==> src/rtl/memif_pkg.sv <==
// Shared types and default constants for the host-to-SRAM memory cycle engine.
// Optional feature macro: MEMIF_RO_FAULT_EN (sticky write-to-read-only flag).
package memif_pkg;

    localparam int ADDR_W_DEF    = 16;
    localparam int SER_CH_DEF    = 2;
    localparam int BANK_BITS_DEF = 4;
    localparam int PAGE_W_DEF    = 7;
    localparam int WAIT_CYC_DEF  = 1;

    typedef enum logic [3:0] {
        IDLE,
        LOAD,
        SHIFT,
        DECODE,
        RD_WAIT,
        RD_HOLD,
        WR_WAIT,
        WR_COMMIT,
        DONE
    } state_t;

    typedef struct packed {
        logic cs_n;
        logic oe_n;
        logic we_n;
        logic ub_n;
        logic lb_n;
    } strobes_t;

    localparam strobes_t STROBES_IDLE = '1;

endpackage

==> src/rtl/memif_if.sv <==
// SRAM-side bus of the memory cycle engine; master = engine, slave = memory.
interface memif_if
    import memif_pkg::*;
#(
    parameter int AW = PAGE_W_DEF + ADDR_W_DEF - BANK_BITS_DEF - 1
);
    logic [AW-1:0] sram_addr;
    logic [15:0]   sram_din;
    logic [15:0]   sram_dout;
    logic          sram_doe;
    logic          sram_cs_n;
    logic          sram_oe_n;
    logic          sram_we_n;
    logic          sram_ub_n;
    logic          sram_lb_n;

    modport master (
        output sram_addr, sram_dout, sram_doe,
        output sram_cs_n, sram_oe_n, sram_we_n, sram_ub_n, sram_lb_n,
        input  sram_din
    );

    modport slave (
        input  sram_addr, sram_dout, sram_doe,
        input  sram_cs_n, sram_oe_n, sram_we_n, sram_ub_n, sram_lb_n,
        output sram_din
    );
endinterface

==> src/rtl/memif_addr_shifter.sv <==
// Drives the external parallel-load shift registers (shld/serclk) and
// deserialises the host address, one MSB-first slice per channel.
module memif_addr_shifter
    import memif_pkg::*;
#(
    parameter int ADDR_W = ADDR_W_DEF,
    parameter int SER_CH = SER_CH_DEF
) (
    input  logic              clk,
    input  logic              reset,
    input  logic              start,
    input  logic [SER_CH-1:0] adrin,
    output logic              shld,
    output logic              serclk,
    output logic              done,
    output logic [ADDR_W-1:0] addr
);
    localparam int N  = ADDR_W / SER_CH;
    localparam int CW = $clog2(N + 1);

    logic [N-1:0]  sr [SER_CH];
    logic [CW-1:0] count;
    logic          active;

    // One idle clock after the load pulse lets the external register settle
    // before the first serclk rise; data is sampled on the rising edge.
    always_ff @(posedge clk or negedge reset) begin
        if (!reset) begin
            shld   <= 1'b1;
            serclk <= 1'b0;
            active <= 1'b0;
            count  <= '0;
            for (int c = 0; c < SER_CH; c++) sr[c] <= '0;
        end else if (start) begin
            shld   <= 1'b0;
            serclk <= 1'b0;
            active <= 1'b1;
            count  <= '0;
        end else if (!shld) begin
            shld <= 1'b1;
        end else if (active) begin
            if (!serclk) begin
                serclk <= 1'b1;
                count  <= count + 1'b1;
                for (int c = 0; c < SER_CH; c++) sr[c] <= {sr[c][N-2:0], adrin[c]};
            end else begin
                serclk <= 1'b0;
                if (count == CW'(N)) active <= 1'b0;
            end
        end
    end

    assign done = active && serclk && (count == CW'(N));

    for (genvar c = 0; c < SER_CH; c++) begin : g_slice
        assign addr[ADDR_W-1-c*N -: N] = sr[c];
    end

endmodule

==> src/rtl/mem_cycle_engine.sv <==
// Host memory cycle engine: serial address capture, bank mapping and SRAM
// read/write sequencing. Optional MEMIF_RO_FAULT_EN adds a sticky ro_fault flag.
module mem_cycle_engine
    import memif_pkg::*;
#(
    parameter int ADDR_W    = ADDR_W_DEF,
    parameter int SER_CH    = SER_CH_DEF,
    parameter int BANK_BITS = BANK_BITS_DEF,
    parameter int PAGE_W    = PAGE_W_DEF,
    parameter int WAIT_CYC  = WAIT_CYC_DEF
) (
    input  logic                 clk,
    input  logic                 reset,
    input  logic                 phi3,
    input  logic                 memen,
    input  logic                 dbin,
    input  logic                 we,
    input  logic                 a15,
    input  logic [SER_CH-1:0]    adrin,
    output logic                 shld,
    output logic                 serclk,
    input  logic [7:0]           host_din,
    output logic [7:0]           host_dout,
    output logic                 host_doe,
    output logic [ADDR_W-1:0]    address_bus,
    output logic [BANK_BITS-1:0] bank_sel,
    input  logic                 bank_mapped,
    input  logic                 bank_readonly,
    input  logic [PAGE_W-1:0]    bank_address,
    memif_if.master              sram,
    output logic                 busy,
    output logic                 ro_fault
);
    localparam logic [3:0] RD_LAST = (WAIT_CYC == 0) ? 4'd0 : 4'(WAIT_CYC - 1);
    localparam logic [3:0] WR_LAST = 4'(WAIT_CYC);

    state_t            state;
    strobes_t          strb;
    logic [3:0]        wait_cnt;
    logic [15:0]       rd_data;
    logic              shift_done;
    logic [ADDR_W-1:0] shift_addr;

    memif_addr_shifter #(.ADDR_W(ADDR_W), .SER_CH(SER_CH)) u_shifter (
        .clk    (clk),
        .reset  (reset),
        .start  (state == IDLE && !phi3),
        .adrin  (adrin),
        .shld   (shld),
        .serclk (serclk),
        .done   (shift_done),
        .addr   (shift_addr)
    );

    // memen rising aborts any SRAM phase: strobes drop back to idle on DONE.
    always_ff @(posedge clk or negedge reset) begin
        if (!reset) begin
            state          <= IDLE;
            strb           <= STROBES_IDLE;
            wait_cnt       <= '0;
            rd_data        <= '0;
            address_bus    <= '0;
            bank_sel       <= '0;
            sram.sram_addr <= '0;
            sram.sram_dout <= '0;
            sram.sram_doe  <= 1'b0;
        end else begin
            case (state)
                IDLE:    if (!phi3) state <= LOAD;
                LOAD:    state <= SHIFT;
                SHIFT: begin
                    if (shift_done) begin
                        address_bus <= shift_addr;
                        bank_sel    <= shift_addr[ADDR_W-1 -: BANK_BITS];
                        state       <= memen ? IDLE : DECODE;
                    end
                end
                DECODE: begin
                    sram.sram_addr <= {bank_address, address_bus[ADDR_W-BANK_BITS-1:1]};
                    wait_cnt       <= '0;
                    if (memen || !bank_mapped) begin
                        state <= DONE;
                    end else if (dbin) begin
                        strb  <= '{cs_n: 1'b0, oe_n: 1'b0, we_n: 1'b1, ub_n: 1'b0, lb_n: 1'b0};
                        state <= RD_WAIT;
                    end else begin
                        state <= WR_WAIT;
                    end
                end
                RD_WAIT: begin
                    if (memen) begin
                        strb  <= STROBES_IDLE;
                        state <= DONE;
                    end else if (wait_cnt == RD_LAST) begin
                        rd_data <= sram.sram_din;
                        strb    <= STROBES_IDLE;
                        state   <= RD_HOLD;
                    end else begin
                        wait_cnt <= wait_cnt + 1'b1;
                    end
                end
                RD_HOLD: if (memen) state <= DONE;
                WR_WAIT: begin
                    if (memen) begin
                        state <= DONE;
                    end else if (we) begin
                        sram.sram_dout <= {host_din, host_din};
                        sram.sram_doe  <= 1'b1;
                        strb  <= '{cs_n: 1'b0, oe_n: 1'b1, we_n: bank_readonly, ub_n: a15, lb_n: !a15};
                        wait_cnt <= '0;
                        state    <= WR_COMMIT;
                    end
                end
                WR_COMMIT: begin
                    if (memen || wait_cnt == WR_LAST) begin
                        strb          <= STROBES_IDLE;
                        sram.sram_doe <= 1'b0;
                        state         <= (!memen && !a15) ? WR_WAIT : DONE;
                    end else begin
                        wait_cnt <= wait_cnt + 1'b1;
                    end
                end
                DONE:    if (phi3 && memen) state <= IDLE;
                default: state <= IDLE;
            endcase
        end
    end

`ifdef MEMIF_RO_FAULT_EN
    always_ff @(posedge clk or negedge reset) begin
        if (!reset) begin
            ro_fault <= 1'b0;
        end else if (state == WR_WAIT && !memen && we && bank_readonly) begin
            ro_fault <= 1'b1;
        end
    end
`else
    assign ro_fault = 1'b0;
`endif

    assign sram.sram_cs_n = strb.cs_n;
    assign sram.sram_oe_n = strb.oe_n;
    assign sram.sram_we_n = strb.we_n;
    assign sram.sram_ub_n = strb.ub_n;
    assign sram.sram_lb_n = strb.lb_n;

    assign host_doe  = (state == RD_HOLD) && !memen && dbin;
    assign host_dout = a15 ? rd_data[7:0] : rd_data[15:8];
    assign busy      = (state != IDLE);

endmodule

==> src/flat_wrapper.sv <==
// flat-port wrapper written by rule: the top's interface ports become plain ports
module mem_cycle_engine_flat import memif_pkg::*;
#(
    parameter int ADDR_W    = ADDR_W_DEF,
    parameter int SER_CH    = SER_CH_DEF,
    parameter int BANK_BITS = BANK_BITS_DEF,
    parameter int PAGE_W    = PAGE_W_DEF,
    parameter int WAIT_CYC  = WAIT_CYC_DEF
)
  (clk, reset, phi3, memen, dbin, we, a15, adrin, shld, serclk, host_din, host_dout, host_doe, address_bus, bank_sel, bank_mapped, bank_readonly, bank_address, busy, ro_fault, sram_sram_addr, sram_sram_dout, sram_sram_doe, sram_sram_cs_n, sram_sram_oe_n, sram_sram_we_n, sram_sram_ub_n, sram_sram_lb_n, sram_sram_din);
  memif_if #(.AW((PAGE_W + ADDR_W - BANK_BITS - 1))) sram_i ();
  input  logic clk;
  input  logic reset;
  input  logic phi3;
  input  logic memen;
  input  logic dbin;
  input  logic we;
  input  logic a15;
  input  logic [SER_CH-1:0] adrin;
  output logic shld;
  output logic serclk;
  input  logic [7:0] host_din;
  output logic [7:0] host_dout;
  output logic host_doe;
  output logic [ADDR_W-1:0] address_bus;
  output logic [BANK_BITS-1:0] bank_sel;
  input  logic bank_mapped;
  input  logic bank_readonly;
  input  logic [PAGE_W-1:0] bank_address;
  output logic busy;
  output logic ro_fault;
  output wire logic [$bits(sram_i.sram_addr)-1:0] sram_sram_addr;
  output wire logic [$bits(sram_i.sram_dout)-1:0] sram_sram_dout;
  output wire logic [$bits(sram_i.sram_doe)-1:0] sram_sram_doe;
  output wire logic [$bits(sram_i.sram_cs_n)-1:0] sram_sram_cs_n;
  output wire logic [$bits(sram_i.sram_oe_n)-1:0] sram_sram_oe_n;
  output wire logic [$bits(sram_i.sram_we_n)-1:0] sram_sram_we_n;
  output wire logic [$bits(sram_i.sram_ub_n)-1:0] sram_sram_ub_n;
  output wire logic [$bits(sram_i.sram_lb_n)-1:0] sram_sram_lb_n;
  input wire logic [$bits(sram_i.sram_din)-1:0] sram_sram_din;
  assign sram_sram_addr = sram_i.sram_addr;
  assign sram_sram_dout = sram_i.sram_dout;
  assign sram_sram_doe = sram_i.sram_doe;
  assign sram_sram_cs_n = sram_i.sram_cs_n;
  assign sram_sram_oe_n = sram_i.sram_oe_n;
  assign sram_sram_we_n = sram_i.sram_we_n;
  assign sram_sram_ub_n = sram_i.sram_ub_n;
  assign sram_sram_lb_n = sram_i.sram_lb_n;
  assign sram_i.sram_din = sram_sram_din;
  mem_cycle_engine #(.ADDR_W(ADDR_W), .SER_CH(SER_CH), .BANK_BITS(BANK_BITS), .PAGE_W(PAGE_W), .WAIT_CYC(WAIT_CYC)) u_core (.clk(clk), .reset(reset), .phi3(phi3), .memen(memen), .dbin(dbin), .we(we), .a15(a15), .adrin(adrin), .shld(shld), .serclk(serclk), .host_din(host_din), .host_dout(host_dout), .host_doe(host_doe), .address_bus(address_bus), .bank_sel(bank_sel), .bank_mapped(bank_mapped), .bank_readonly(bank_readonly), .bank_address(bank_address), .sram(sram_i), .busy(busy), .ro_fault(ro_fault));
endmodule
==> config.mk <==
export PLATFORM = sky130hd
export DESIGN_NAME = mem_cycle_engine_flat
export DESIGN_NICKNAME = d
export VERILOG_FILES = /design/src/rtl/memif_pkg.sv /design/src/rtl/memif_if.sv /design/src/rtl/memif_addr_shifter.sv /design/src/rtl/mem_cycle_engine.sv /design/src/flat_wrapper.sv
export SDC_FILE = /design/constraint.sdc
export NUM_CORES = 1
export LEC_CHECK = 0
export CORE_ASPECT_RATIO = 0.6
export CORE_MARGIN = 3
export CORE_UTILIZATION = 49
export CTS_CLUSTER_DIAMETER = 60
export DETAILED_ROUTE_END_ITERATION = 12
export PLACE_DENSITY = 0.85
export SLEW_MARGIN = 20
export SYNTH_ARGS = -nofsm -noshare
export SYNTH_HDL_FRONTEND = slang
export SYNTH_SLANG_ARGS = --single-unit
==> constraint.sdc <==
create_clock -name clk -period 2.28 [get_ports clk]
set_input_delay 0.57 -clock clk [delete_from_list [all_inputs] [get_ports clk]]
set_output_delay 0.57 -clock clk [all_outputs]
set_load 0.05 [all_outputs]
Word level (Yosys, flattened, before mapping) --
Cells that the tools add are included. W data, S select, Z words.
Storage, ports and cells: RAM bits 0, input port bits 42, latch bits 0, bits in read-only memories 0, flip-flop bits (word level) 107, word-level logic and storage cells 126, memories 0
Operators by class: divide/modulo/power cells 0, equal/unequal tests 25, bitwise logic cells 3, shifts and indexed selects 0, add/subtract/negate cells 2, reductions and logical operators 30, mux-type cells 47, multipliers 0, magnitude comparators 0
Operators by type and width (number):
- $mux W4 | 20
- $pmux W4 S9 | 1
- $mux W5 | 7
- $ne A2 B2 Y1 const B | 10
- $pmux W5 S4 | 1
- $eq A4 B3 Y1 const B | 4
- $pmux W4 S4 | 1
- $reduce_and A7 Y1 | 2
- $mux W1 | 13
- $reduce_and A3 Y1 | 3
- $add A4 B1 Y4 const B | 2
- $eq A4 B1 Y1 const B | 2
- $eq A4 B2 Y1 const B | 2
- $eq A4 B4 Y1 const B | 2
- $logic_not A4 Y1 | 2
- $mux W8 | 1
- $reduce_and A4 Y1 | 2
- $reduce_bool A4 Y1 | 2
- $logic_and A1 B1 Y1 | 7
- $ne A2 B1 Y1 const B | 3
- $reduce_and A6 Y1 | 1
- $reduce_bool A2 Y1 | 3
- $logic_not A1 Y1 | 4
- $mux W2 | 2
- other kinds (6) | 10

Depth between registers and ports, before layout --
word-level depth 6, gate-level depth with buffers 7

By module --
From an unflattened synthesis, not the netlist that was laid out.
Second synthesis, totals: cell total of the unflattened synthesis 328, area, all modules 4381.7 um^2
Modules (own cells, without submodules):
- mem_cycle_engine | cells each 262, area each 3374.5 um^2, sequential area each 1808.0 um^2, instances 1
- memif_addr_shifter | cells each 66, area each 1007.2 um^2, sequential area each 576.8 um^2, instances 1

Worst setup path after synthesis --
No wires, ideal clock.
path type input port to output port, start input memen, end output host_doe, setup slack 0.182 ns, buffers on the path 1, cell stages on the path 3, arrival 1.528 ns, cell sequence buf_6 -> nor3b_4 -> and3_1
Between the ends: word-level cells in the longest chain between the ends 3
RTL lines:
- start, declared | RTL line flat_wrapper.sv:15 | input logic memen;
- $logic_not A1 Y1 | RTL line mem_cycle_engine.sv:147 | assign host_doe = (state == RD_HOLD) && !memen && dbin;
- $logic_and A1 B1 Y1 (2 in series) | RTL line mem_cycle_engine.sv:147
- end, declared | RTL line flat_wrapper.sv:24 | output logic host_doe;
No other way between the ends.

Worst setup path in the final report --
start register u_core.state[2], end output host_doe
Between the ends: word-level cells in the longest chain between the ends 3
RTL lines:
- start, declared | RTL line mem_cycle_engine.sv:37 | state_t state;
- start signal, assigned | RTL line mem_cycle_engine.sv:75 | state <= memen ? IDLE : DECODE;
- start signal, assigned | RTL line mem_cycle_engine.sv:118 | state <= (!memen && !a15) ? WR_WAIT : DONE;
- $eq A4 B3 Y1 | RTL line mem_cycle_engine.sv:147
- $logic_and A1 B1 Y1 (2 in series) | RTL line mem_cycle_engine.sv:147
No other way between the ends.

==> metrics.md <==
| Metric | Value |
|---|---|
| Yosys reg bits | `95` |
| M1 wire length | `4362 um` |
| Clock latency on the worst-skew pair | `340 ps` |
| Internal power | `5.147 mW` |
| WL per Instance | `16.96 um` |
| R2R Path End | `u_core.sram.sram_we_n$_DFFE_PN1P_` |
| Commonest non-fill, non-tap cell in the layout | `clkdlybuf4s50_1` |
| Critical R2R Launch | `u_core.wait_cnt[1]$_DFFE_PN0P_` |
| Final Non-Filler Cells | `551` |
| Largest net degree at the start of global routing | `48` |
| CTS tree | `done` |
| Max-slew violations | `0` |
| # setup viols final | `0` |
| Post-CTS Setup Bufs | `0` |
| Critical Path AT | `1600 ps` |
| CP endpoint kind | `output port` |
| Nets | `485` |
| Row count | `25` |
| Logic pwr share | `0.494` |
| Layout area overhead | `36.33%` |
| Post-DP HPWL | `6826 um` |
| Post-synthesis mux area share | `0.2353` |
| Initial antenna violation count | `1` |
| Inst Count DP | `534` |
| Worst VDD drop | `0.0009793 V` |
| Port bufs | `113` |
| CP Launch Point | `u_core.state[2]$_DFFE_PN0P_` |
| DRC | `0` |
| Flop pwr share | `0.323` |
| Antenna Nets Post-Route | `0` |
| PwrDens | `1516 mW/mm2` |
| Synthesized area per cell | `13.60 um2` |
| Initial core utilization | `0.5261` |
| R2r worst-path depth | `7` |
| Synth top area cells | `dfrtp_1 (52%), mux2_2 (23%), dfstp_2 (3.7%), buf_4 (2.8%), ha_1 (1.5%)` |
| Routed vias/inst | `5.223` |
| Synth warn | `0` |
| Finished Cell Area | `0.005878 mm2` |
| Hold Crit Class | `in2async` |
| Gate Count Post-Synth | `317` |
| DP Area | `0.005534 mm2` |
| 1st-pass router iterations | `4` |
| Max-cap violations | `0` |
| Main combinational cell family by area after synthesis | `multiplexers` |
| Via count | `2878` |
| Area of the core | `0.008195 mm2` |
| R2r setup slk | `190 ps` |
| Clock network power share | `0.183` |
| Num CTS Buffers | `9` |
| Filler Cell Count | `569` |
| Synth Area in XOR/XNOR | `0.01016` |
| Highest routed layer | `met5` |
| Number of diodes | `0` |
| Crit-path cells | `nor3b_4 > and3_4 > buf_12` |
| Switching Share | `0.4222` |
| Worst-margin pin slew | `606.2 ps` |
| Overflow after GRT | `0` |
| Met3 routed WL | `668 um` |
| Hold_buf cts | `0` |
| Synth unique cells | `52` |
| Fin crit share | `0.9500` |
| Worst Path Class, Setup | `reg2out` |
| Initial DRC Count | `90` |
| Synth area leader | `dfrtp_1` |
| Switch Pwr | `3.761 mW` |
| First-pass GRT wire length | `15580 um` |
| H-tree depth | `3` |
| Leakage power | `2.667 nW` |
| Die area | `0.009998 mm2` |
| Final wirelength | `9343 um` |
| Clock Skew | `7.704 ps` |
| Post-synthesis simple-gate area fraction | `0.09257` |
| GRT Overall Usage | `0.2006` |
| Largest stage delay on the critical path | `630 ps` |
| Crit path to | `host_doe` |
| CP Launch Type | `register` |
| Post-Synth Adder-Cell Area | `0.01451` |
| Die H | `78.66 um` |
| Compound-cell area share of the yosys netlist | `0.04121` |
| Clock Pin Slew Worst Setup and Hold Paths | `70 ps` |
| Share of layout cells above drive strength 1 | `0.3837` |
| Commonest non-fill, non-tap cells in the layout | `clkdlybuf4s50_1 (93), dfrtp_1 (88), mux2_2 (87), buf_4 (34), nor2_1 (15)` |
| Die W | `127.1 um` |
| Unrepaired setup endpoints after global routing | `false` |
| Vias in the first global route | `3049` |
| Synthesized area | `0.004312 mm2` |
| Final hold vios | `0` |
| Root Buffer | `clkbuf_16` |
| Crit path time final | `2166 ps` |
| Status | `finished clean` |
| Worst slew margin | `0.5959` |
| Crit-path max FO | `12` |
| Placer's final routability congestion estimate | `0.8758` |
| Worst path slowest cell | `dfrtp_1` |
| Met2 WL | `4186 um` |
| CTS max path bufs | `2` |
| Fmax | `0.4617 GHz` |
| # IOs | `115` |
| Seq/Total Area, Yosys | `0.5531` |
| Synth top area share | `0.5165` |
| Worst Path Required | `1710 ps` |
| Post-Syn Nets | `364` |
| Clock Sinks | `95` |
[area by class of cell]
| class | count | area (um2) | share of cell area |
|---|---|---|---|
| Sequential cell | 95 | 2386 | 0.4059 |
| Multi-Input combinational cell | 191 | 1709 | 0.2908 |
| Timing Repair Buffer | 134 | 1295 | 0.2203 |
| Clock buffer | 9 | 225.2 | 0.03831 |
| Tap cell | 108 | 135.1 | 0.02299 |
| Clock inverter | 7 | 101.3 | 0.01724 |
| Inverter | 7 | 26.28 | 0.004470 |
[synth_stat cells (all sizes together)]
library cell	instances
a32o	1
mux2i	2
nor2	18
nand2b	5
or2b	1
conb	1
and2	2
a31oi	2
nor2b	1
dfrtp	89
xnor2	1
mux2	88
xor2	4
clkbuf	3
o22ai	1
a311oi	1
a21oi	4
buf	21
ha	5
and3	4
and2b	2
nand2	15
o21ai	8
or2	2
nand4	1
and4b	1
nor3	3
nand3b	1
o32a	1
dfstp	6
o2bb2ai	1
or3	1
a22o	1
nand3	4
a32oi	1
a21o	1
nor3b	4
inv	7
a211oi	3
[per-layer routing]
metal / vias up / track usage
met1: 1423 / 0.2667
met2: 100 / 0.3122
met4: 2 / 0.06317
met5: - / 0
li1: 1342 / -
met3: 11 / 0.06798
[flip-flops by register name (all words and copies together) (netlist names), 4 cells and up]
signal                  count
u_core.state                4
u_core.sram.sram_addr      18
u_core.bank_sel             4
u_core.sram.sram_dout       8
u_core.wait_cnt             4
u_core.u_shifter.addr      16
u_core.u_shifter.count      4
u_core.address_bus         12
u_core.rd_data             16
[metrics by stage]
stage          setup slack [ps]  power [mW]  hold slack (ps)    util  TNS, ps
2_1_floorplan             182.2       5.977            274.4       -        0
3_3_place_gp             -76.93       7.163            475.3  0.6753    -2225
3_5_place_dp             -132.2       7.304            468.4  0.6753    -3807
4_1_cts                   63.35       8.973            249.1  0.7169        0
5_1_grt                   33.90       9.365            270.4  0.7173        0
6_report                  113.9       8.909            234.0  0.7173        0
[worst min-delay path by stage]
stage                                                        to  cells after the start
after global placement      u_core.u_shifter.active$_DFFE_PN0P_                      2
after floorplan               u_core.address_bus[0]$_DFFE_PN0P_                      0
final                     u_core.sram.sram_addr[14]$_DFFE_PN0N_                      1
after global routing      u_core.sram.sram_addr[14]$_DFFE_PN0N_                      1
after CTS                 u_core.sram.sram_addr[14]$_DFFE_PN0N_                      1
after detailed placement      u_core.sram.sram_ub_n$_DFFE_PN1P_                      2
[worst max-delay path: cells and delay by family, from the launching register on]
kind | cells | cell delay (ps)
buf+inv | 1 | 130
flops | 1 | 630
simple gates | 2 | 500
[timing repair]
item | CTS | global route
gates resized for setup | 6 | 1
cloned | 1 | 0
pin swaps | 0 | 0
setup endpoints to repair | 9 | 1
[cell families after synthesis]
logic type,Yosys count
flip-flops,95
multiplexers,90
AND/OR/NAND/NOR,65
buffers and inverters,31
AO/OA/AOI/OAI,25
adder cells (fa/ha/maj),5
XOR/XNOR,5
other,1
[power groups by stage]
stage               registers, mW  clock network, mW  logic, mW
floorplan                    3.77                  0       2.21
global placement             2.85                  0       4.31
detailed placement           2.90                  0       4.41
CTS                          2.88               1.66       4.43
global route                 2.99               1.74       4.64
finish                       2.88               1.63       4.40
(Power assumes the default switching activity.)
